[config.mk]
export PLATFORM = sky130hd
export DESIGN_NAME = lane_driver
export DESIGN_NICKNAME = d
export VERILOG_FILES = /design/src/rtl/lane_driver.sv
export SDC_FILE = /design/constraint.sdc
export NUM_CORES = 1
export LEC_CHECK = 0
export CORE_MARGIN = 2
export CORE_UTILIZATION = 51
export CTS_CLUSTER_SIZE = 12
export DETAILED_ROUTE_END_ITERATION = 12
export PLACE_DENSITY = 0.9
export SETUP_SLACK_MARGIN = 0.5
export SYNTH_ARGS = -nofsm -noshare
export SYNTH_HDL_FRONTEND = slang
export SYNTH_SLANG_ARGS = --single-unit
[constraint.sdc]
create_clock -name clk -period 3.4 [get_ports clk]
set_input_delay 1.02 -clock clk [delete_from_list [all_inputs] [get_ports clk]]
set_output_delay 1.02 -clock clk [all_outputs]
set_load 0.03 [all_outputs]
[src/rtl/lane_driver.sv]
// lane_driver: collects a two-byte, four-lane frame from a valid/ready byte stream,
// drives it onto a node's lane inputs for a programmable number of cycles, and reports the sampled node output.
module lane_driver #(
  parameter int WIDTH  = 4,
  parameter int HOLD_W = 8
) (
  input  logic              clk,
  input  logic              rst,
  input  logic [7:0]        byte_data,
  input  logic              byte_valid,
  output logic              byte_ready,
  input  logic [HOLD_W-1:0] hold_len,
  input  logic [WIDTH-1:0]  node_out,
  output logic [WIDTH-1:0]  out1,
  output logic [WIDTH-1:0]  out2,
  output logic [WIDTH-1:0]  out3,
  output logic [WIDTH-1:0]  out4,
  output logic              frame_active,
  output logic [WIDTH-1:0]  resp_data,
  output logic              resp_valid,
  output logic [7:0]        frame_cnt
);

  typedef enum logic [1:0] {IDLE, HALF, DRIVE} state_t;

  state_t            state, state_next;
  logic [7:0]        byte0;
  logic [HOLD_W-1:0] hold_cnt;
  logic              take0, take1, last;

  // State register
  always_ff @(posedge clk) begin
    if (rst) state <= IDLE;
    else     state <= state_next;
  end

  // Next-state logic
  always_comb begin
    // NOTE: assigning a default first keeps every path covered, so no latch is inferred.
    state_next = state;
    unique case (state)
      IDLE:    if (take0) state_next = HALF;
      HALF:    if (take1) state_next = DRIVE;
      DRIVE:   if (last)  state_next = IDLE;
      default: state_next = IDLE;
    endcase
  end

  // Control decode; byte_ready is itself registered and already low throughout DRIVE
  always_comb begin
    take0 = 1'b0;
    take1 = 1'b0;
    last  = 1'b0;
    unique case (state)
      IDLE:    take0 = byte_valid && byte_ready;
      HALF:    take1 = byte_valid && byte_ready;
      DRIVE:   last  = (hold_cnt == HOLD_W'(1));
      default: ;
    endcase
  end

  // Registered datapath: every output comes straight from a flop
  always_ff @(posedge clk) begin
    if (rst) begin
      // NOTE: sequential state uses non-blocking assignments so all flops update together.
      byte_ready   <= 1'b0;
      byte0        <= '0;
      hold_cnt     <= '0;
      out1         <= '0;
      out2         <= '0;
      out3         <= '0;
      out4         <= '0;
      frame_active <= 1'b0;
      resp_data    <= '0;
      resp_valid   <= 1'b0;
      frame_cnt    <= '0;
    end else begin
      byte_ready <= (state_next != DRIVE);
      resp_valid <= last;
      if (take0) byte0 <= byte_data;
      if (take1) begin
        // All four lanes load on the same edge so the node never sees a half frame
        out1         <= byte0[WIDTH-1:0];
        out2         <= byte0[2*WIDTH-1:WIDTH];
        out3         <= byte_data[WIDTH-1:0];
        out4         <= byte_data[2*WIDTH-1:WIDTH];
        hold_cnt     <= (hold_len == '0) ? HOLD_W'(1) : hold_len;
        frame_active <= 1'b1;
      end else if (state == DRIVE) begin
        if (last) begin
          out1         <= '0;
          out2         <= '0;
          out3         <= '0;
          out4         <= '0;
          frame_active <= 1'b0;
          resp_data    <= node_out;
          frame_cnt    <= frame_cnt + 8'd1;
        end else begin
          hold_cnt <= hold_cnt - HOLD_W'(1);
        end
      end
    end
  end

endmodule

Yosys cells after proc, flatten, opt, wreduce, memory -nomap -nowiden
Index checks and enable logic that the tools add are counted.

Input port bits: 23. Register bits: 49.

Bitwise operators: 1. Muxes and demuxes: 20. $add $sub $neg: 2. Reductions and logical operators: 8. Equal/unequal tests: 5.

Operators by type and width (number): two-way mux 8 bit (4); two-way mux 4 bit (6); adder 8 x 1 -> 8 bit, second input constant (1); equality test 8 x 1 -> 1 bit, second input constant (1); zero test 8 bit (1); subtractor 8 x 1 -> 8 bit, second input constant (1); two-way mux 1 bit (6); two-way mux 2 bit (3); one-hot mux 2 bit (3 select lines) (1); inequality test 2 bit, second input constant (2); AND reduction 2 bit (2); nonzero test 2 bit (2); AND reduction 3 bit (1); equality test 2 x 1 -> 1 bit, second input constant (1); equality test 2 bit, second input constant (1); zero test 2 bit (1); logical AND 1 bit (1); NOT 1 bit (1).

Logic depth before layout (Yosys ltp)
Gate-level depths: netlist (run 1).

Depth after elaboration: 5. Mapped depth: 7. Mapped depth without buffers: 6.

Worst setup path after synthesis (run 1)
OpenSTA, ideal clock, no wires.

Path kind: input port to flip-flop. From: input hold_len[4]. To: register hold_cnt[0]. Setup slack: 1212 ps. Library setup time: 91 ps. Cell stages on the path: 4. Arrival: 2097 ps. Path through: or4_1 -> o41ai_1 -> o32ai_1 -> a311oi_1.

Cells in the longest elaborated chain, start to end: 3.

Ends and longest elaborated chain: from (decl) (RTL line 12) `input logic [HOLD_W-1:0] hold_len,`; zero test 8 bit (RTL line 87) `hold_cnt <= (hold_len == '0) ? HOLD_W'(1) : hold_len;`; two-way mux 8 bit (RTL line 87); two-way mux 8 bit (RTL line 81) `if (take1) begin`; to (signal assigned) (RTL line 87); to (signal assigned) (RTL line 99) `hold_cnt <= hold_cnt - HOLD_W'(1);`; to (decl) (RTL line 28) `logic [HOLD_W-1:0] hold_cnt;`.

No other way between the ends. A chain may end at the register's enable or synchronous reset.

Worst setup path in the final report (run 1)
Same ends and word-level chain as after synthesis.

==> results of run 1 <==
==> per-layer routing <==
metal | vias up | wire length (um) | GRT usage
met5 | - | 0 | 0
met4 | 0 | 0 | 0.0408
met3 | 0 | 287 | 0.0760
met2 | 49 | 2090 | 0.346
met1 | 795 | 1920 | 0.240
li1 | 865 | - | -
==> cell families after synthesis <==
logic type / count (synthesis)
muxes: 14
adders and majority gates: 3
xor gates and xnor gates: 7
AOI/OAI and AO/OA: 38
DFF: 49
buffers and inverters: 16
and+or+nand+nor: 82
==> cells in the mapped netlist, types with 2 or more instances <==
cell | count | area, um^2
a211oi_1 | 7 | 52.6
a21oi_1 | 6 | 30.0
a22oi_1 | 16 | 120
and3_1 | 4 | 25.0
buf_1 | 2 | 7.51
buf_2 | 3 | 15.0
clkbuf_1 | 7 | 26.3
dfxtp_1 | 49 | 981
ha_1 | 3 | 37.5
inv_1 | 4 | 15.0
mux2i_1 | 14 | 140
nand2_1 | 3 | 11.3
nand3_1 | 3 | 15.0
nand4_1 | 4 | 25.0
nand4b_1 | 2 | 17.5
nor2_1 | 44 | 165
nor3_1 | 5 | 25.0
nor3b_4 | 2 | 37.5
nor4_1 | 4 | 25.0
o21ai_0 | 4 | 20.0
or3_1 | 3 | 18.8
xnor2_1 | 2 | 17.5
xor2_1 | 5 | 43.8
==> cell type report <==
type | instances | area [um^2] | share of cell area
Clock buffer | 6 | 82.6 | 0.0310
Clock inverter | 2 | 17.5 | 0.00658
Inverter | 4 | 15.0 | 0.00564
Multi-Input combinational cell | 144 | 951 | 0.357
Sequential cell | 49 | 981 | 0.368
Tap cell | 48 | 60.1 | 0.0226
Timing Repair Buffer | 57 | 556 | 0.209
==> through the flow <==
step | cells | power, mW | hold slack, ns
6_report | 310 | 1.11 | 0.497
5_1_grt | 310 | 1.16 | 0.531
4_1_cts | 310 | 1.12 | 0.499
3_5_place_dp | 302 | 0.751 | 0.481
3_3_place_gp | 302 | 0.748 | 0.468
2_1_floorplan | 209 | 0.698 | 0.461
==> worst max path at each step <==
stage	start	end	slack, ns	depth (start not counted)
3_3_place_gp	hold_len[4]	hold_cnt[0]	0.72	5
3_5_place_dp	hold_len[4]	hold_cnt[0]	0.61	5
2_1_floorplan	hold_len[4]	hold_cnt[0]	1.21	4
5_1_grt	hold_len[4]	hold_cnt[0]	0.78	5
4_1_cts	hold_len[4]	hold_cnt[0]	0.92	5
6_report	hold_len[4]	hold_cnt[0]	0.92	5
==> placed cells by master (no fill, tap or decap) <==
cell type	Yosys	layout
nand4_1	4	4
a311oi_1	1	1
or4_1	1	1
nor3b_4	2	2
nor3_2	1	1
o32ai_1	1	1
a31oi_2	1	1
nand2_1	3	3
nor3_4	1	1
and4b_1	1	1
xor2_1	5	5
ha_1	3	3
or3b_2	1	1
xnor2_1	2	2
a211oi_1	7	7
buf_4	0	4
clkinv_4	0	1
or4b_1	1	1
nor2_1	44	44
nor3b_1	1	1
a21oi_1	6	6
and3_1	4	4
nor4_1	4	4
dfxtp_1	49	49
clkbuf_8	0	6
nand4b_1	2	2
or3_1	3	3
inv_1	4	4
o21ai_0	4	4
nand3_1	3	3
o41ai_1	1	1
clkdlybuf4s50_1	0	52
nor3_1	5	5
a22oi_1	16	16
inv_6	0	1
a211o_1	1	1
nand2b_1	1	1
buf_2	3	1
mux2i_1	14	14
==> state kept, by name, summed over array words and instances (netlist names) <==
name and flops:
out2 4, byte_ready 1, resp_valid 1, hold_cnt 8, out4 4, state 2
out1 4, frame_active 1, byte0 8, frame_cnt 8, resp_data 4, out3 4
==> power by group <==
group,internal (mW),total (mW),switching (mW)
logic,0.0642,0.128,0.0639
registers,0.591,0.611,0.0193
clock network,0.169,0.371,0.202
==> worst max-delay path, stage by stage <==
cell,delay [ns]
clkdlybuf4s50_1,0.42
or4_1,0.56
o41ai_1,0.28
o32ai_1,0.15
a311oi_1,0.26
==> results.json, run 1 <==
{
  "status": "complete, no violations",
  "rr_worst_depth": 5,
  "gp_congestion": 0.837,
  "finClkSkew_ns": 0.00547,
  "synthMuxAreaShare": 0.0702,
  "wl_per_cell_um": 13.9,
  "insertion_delay_ns": 0.30,
  "num-fill-cells": 288,
  "setup_viol": 0,
  "post_dp_cell_area_mm2": 0.00256,
  "grt_pass1_vias": 1536,
  "ios": 54,
  "fp.dieArea_mm2": 0.00443,
  "fin_crit_ns": 2.48,
  "final_cell_area_mm2": 0.00266,
  "cts_made_buffers": 5,
  "cts_tree": "built",
  "h-tree-depth": 2,
  "fp.dieW_um": 66.6,
  "path_max_fanout": 2,
  "holdPathEnd": "frame_active",
  "ctsHoldBuffers": 0,
  "drv_slew": 0,
  "crit_type": "in2reg",
  "yosys_warnings": 0,
  "grt_overflow": 0,
  "tightest_slew_ns": 0.567,
  "synth_compound_gate_area_share": 0.135,
  "fin_ws_ns": 0.923,
  "fmax_mhz": 404,
  "post_cts.repair.setup_buffers": 0,
  "hold_class": "reg2reg",
  "die_y_um": 66.6,
  "synth_cells": 209,
  "finalHoldViolations": 0,
  "max_slew_margin": 0.621,
  "crit_arrival_ns": 2.69,
  "period_share": 0.729,
  "core_mm2": 0.00372,
  "yosys.area_share.simple": 0.221,
  "r2r-end": "frame_cnt[4]",
  "grt_pass1_wl_um": 6850,
  "drt-total-wl_um": 4300,
  "ys.flop_type": "dfxtp_1",
  "fin_util": 0.716,
  "drv_cap": 0,
  "synth_xor_area_frac": 0.0307,
  "numClockSinks": 49,
  "tns_ns": 0,
  "root_buffer": "clkbuf_8",
  "vias": 1709,
  "power_density_mw_per_mm2": 417,
  "layout-drive-gt1-share": 0.0725,
  "drc": 0,
  "drt_iter0_drc": 65,
  "syn-num-nets": 235,
  "synth_edf_count": 0,
  "cts_max_path_buffers": 2,
  "r2r_slack_ns": 1.20,
  "ys_seq_area_frac": 0.492,
  "ant_nets": 0,
  "port_buffers": 53,
  "rr_startpoint": "hold_cnt[0]",
  "post-dp-hpwl_um": 2980,
  "leakage_nw": 1.00,
  "dr.pass1.iters": 4,
  "worstSetupStartpointType": "primary input",
  "avgSynthCellArea_um2": 9.55,
  "fin_nets": 287,
  "grt_max_degree": 29,
  "cts_resized": 0,
  "synth_seq_cells": 49,
  "num_rows": 22,
  "dp_slack_ns": 0.609,
  "syn_to_final_growth_pct": 33.4,
  "clk_pin_slew_ns": 0.09,
  "synth_top_family_by_area": "simple AND/OR/NAND/NOR gates",
  "start_util": 0.537,
  "n_antenna_cell": 0,
  "track_usage": 0.202,
  "worstHoldPathCells": 2,
  "crit_required_ns": 3.61,
  "hp-start": "frame_active",
  "vias_per_cell": 5.51,
  "irDropWorstVdd_uv": 442,
  "synthAdderAreaFrac": 0.0188,
  "synth.distinct_cells": 36,
  "antenna_found_initial": 0,
  "end_kind": "flip-flop",
  "async_flop_share": 0,
  "synth_area_mm2": 0.00200,
  "rsz0062_at_grt": "false"
}
(Power assumes the default switching activity.)
==> run 2, diff against run 1 <==
CORE_UTILIZATION = 47   (was 51)
PLACE_DENSITY = 0.84   (was 0.9)
clock period = 2.5 ns   (was 3.4 ns; I/O delays follow)
==> results.json, run 2 (synthesis gave the netlist of run 1 again) <==
{
  "status": "complete, no violations",
  "swShare": 0.260,
  "post-dp-hpwl_um": 3110,
  "period_share": 0.777,
  "vias": 1728,
  "power_density_mw_per_mm2": 559,
  "numClockSinks": 49,
  "rsz0062_at_grt": "true",
  "die_y_um": 69.2,
  "syn_to_final_growth_pct": 36.6,
  "hold_class": "reg2reg",
  "ctsHoldBuffers": 0,
  "use_met2": 0.319,
  "final_cell_area_mm2": 0.00273,
  "grt_use_met3": 0.0716,
  "layout_common_cells": "dfxtp_1 (49), nor2_1 (44), dlygate4sd2_1 (34)",
  "grt_pass1_vias": 1653,
  "crit_type": "in2reg",
  "drv_cap": 0,
  "dr.pass1.iters": 4,
  "cts_max_path_buffers": 2,
  "seq_area_um2": 981,
  "num-fill-cells": 341,
  "max_slew_margin": 0.573,
  "worstSetupStartpointType": "primary input",
  "fp.dieW_um": 69.2,
  "end_kind": "flip-flop",
  "switchingPower_mw": 0.395,
  "p_seq_frac": 0.545,
  "dpl.cell_count": 305,
  "clk_pin_slew_ns": 0.09,
  "gp_congestion": 0.803,
  "crit_start": "byte_valid",
  "cts_tree": "built",
  "fin_cells": 316,
  "final_common_cell": "dfxtp_1",
  "reg_top3": "byte0 (8), frame_cnt (8), hold_cnt (8)",
  "multi_input_area_um2": 991,
  "fin_nets": 291,
  "grt_max_degree": 30,
  "drt-total-wl_um": 4590,
  "grtUsageMet1": 0.234,
  "n_antenna_cell": 0,
  "pwr-share-clk": 0.331,
  "start_util": 0.492,
  "ant_nets": 0,
  "tightest_slew_ns": 0.641,
  "setup_viol": 0,
  "fin_util": 0.672,
  "grt_pass1_wl_um": 7550,
  "irDropWorstVdd_uv": 368,
  "fmax_mhz": 515,
  "tns_ns": 0,
  "fp.dieArea_mm2": 0.00478,
  "drv_slew": 0,
  "cts_made_buffers": 5,
  "root_buffer": "clkbuf_8",
  "crit_required_ns": 2.69,
  "fin_crit_ns": 1.94,
  "finClkSkew_ns": 0.00750,
  "crit_arrival_ns": 2.14,
  "rr_startpoint": "hold_cnt[0]",
  "post_dp_cell_area_mm2": 0.00257,
  "ios": 54,
  "grt_overflow": 0,
  "path_max_fanout": 25,
  "antenna_found_initial": 0,
  "insertion_delay_ns": 0.30,
  "power.share.combinational": 0.124,
  "port_buffers": 53,
  "h-tree-depth": 2,
  "busiest_layer": "met2",
  "drc": 0,
  "finalHoldViolations": 0,
  "layout-drive-gt1-share": 0.102,
  "hp-start": "frame_cnt[7]",
  "vias_per_cell": 5.47,
  "track_usage": 0.191,
  "drt_iter0_drc": 71,
  "leakage_nw": 1.19,
  "p_int_mw": 1.13,
  "num_rows": 23,
  "wl_per_cell_um": 14.5,
  "core_mm2": 0.00406
}
## run 2: final cells by class
type                    instances  share of cell area
flip-flops and latches         49               0.360
repair buffers                 61               0.211
inverters                       4             0.00551
well taps                      50              0.0230
clock buffers                   6              0.0303
clock inverters                 2             0.00643
multi-input cells             144               0.364
## run 2: worst paths after layout
kind	end	cells after the start	slack, ns
setup / recovery	hold_cnt[1]	5	0.56
hold / removal	frame_cnt[7]	2	0.50
setup reg to reg	frame_cnt[6]	5	0.59
hold reg to reg	frame_cnt[7]	2	0.50
## run 2: stage by stage
step	setup WS, ns	hold slack [ns]	power [mW]
after detailed placement	0.000256	0.486	1.02
after global placement	0.0936	0.469	1.02
after CTS	0.491	0.503	1.52
after floorplan	0.582	0.461	0.950
final	0.557	0.496	1.52
after global routing	0.439	0.535	1.59
## run 2: layer usage
layer | part of all wire | wire length [um] | vias up
met5 | 0 | 0 | -
met4 | 0.0068 | 31 | 0
met3 | 0.073 | 334 | 4
met2 | 0.49 | 2270 | 48
met1 | 0.43 | 1960 | 815
li1 | - | - | 861
## run 2: power by group through the flow
stage | clock network, mW | registers, mW | logic, mW
finish | 0.504 | 0.830 | 0.188
global route | 0.551 | 0.834 | 0.204
CTS | 0.514 | 0.830 | 0.173
detailed placement | 0 | 0.848 | 0.175
global placement | 0 | 0.848 | 0.171
floorplan | 0 | 0.854 | 0.0957
## run 2: what timing repair did
item | CTS | global route
buffers inserted | 0 | 3
gates resized for setup | 38 | 6
pin swaps | 4 | 4
endpoints found under the setup margin | 48 | 5
## run 2: critical path, stage by stage
cell and delay (ns):
clkdlybuf4s50_1 0.50, and4b_2 0.30, buf_8 0.22, nor3_1 0.07, a211o_1 0.30
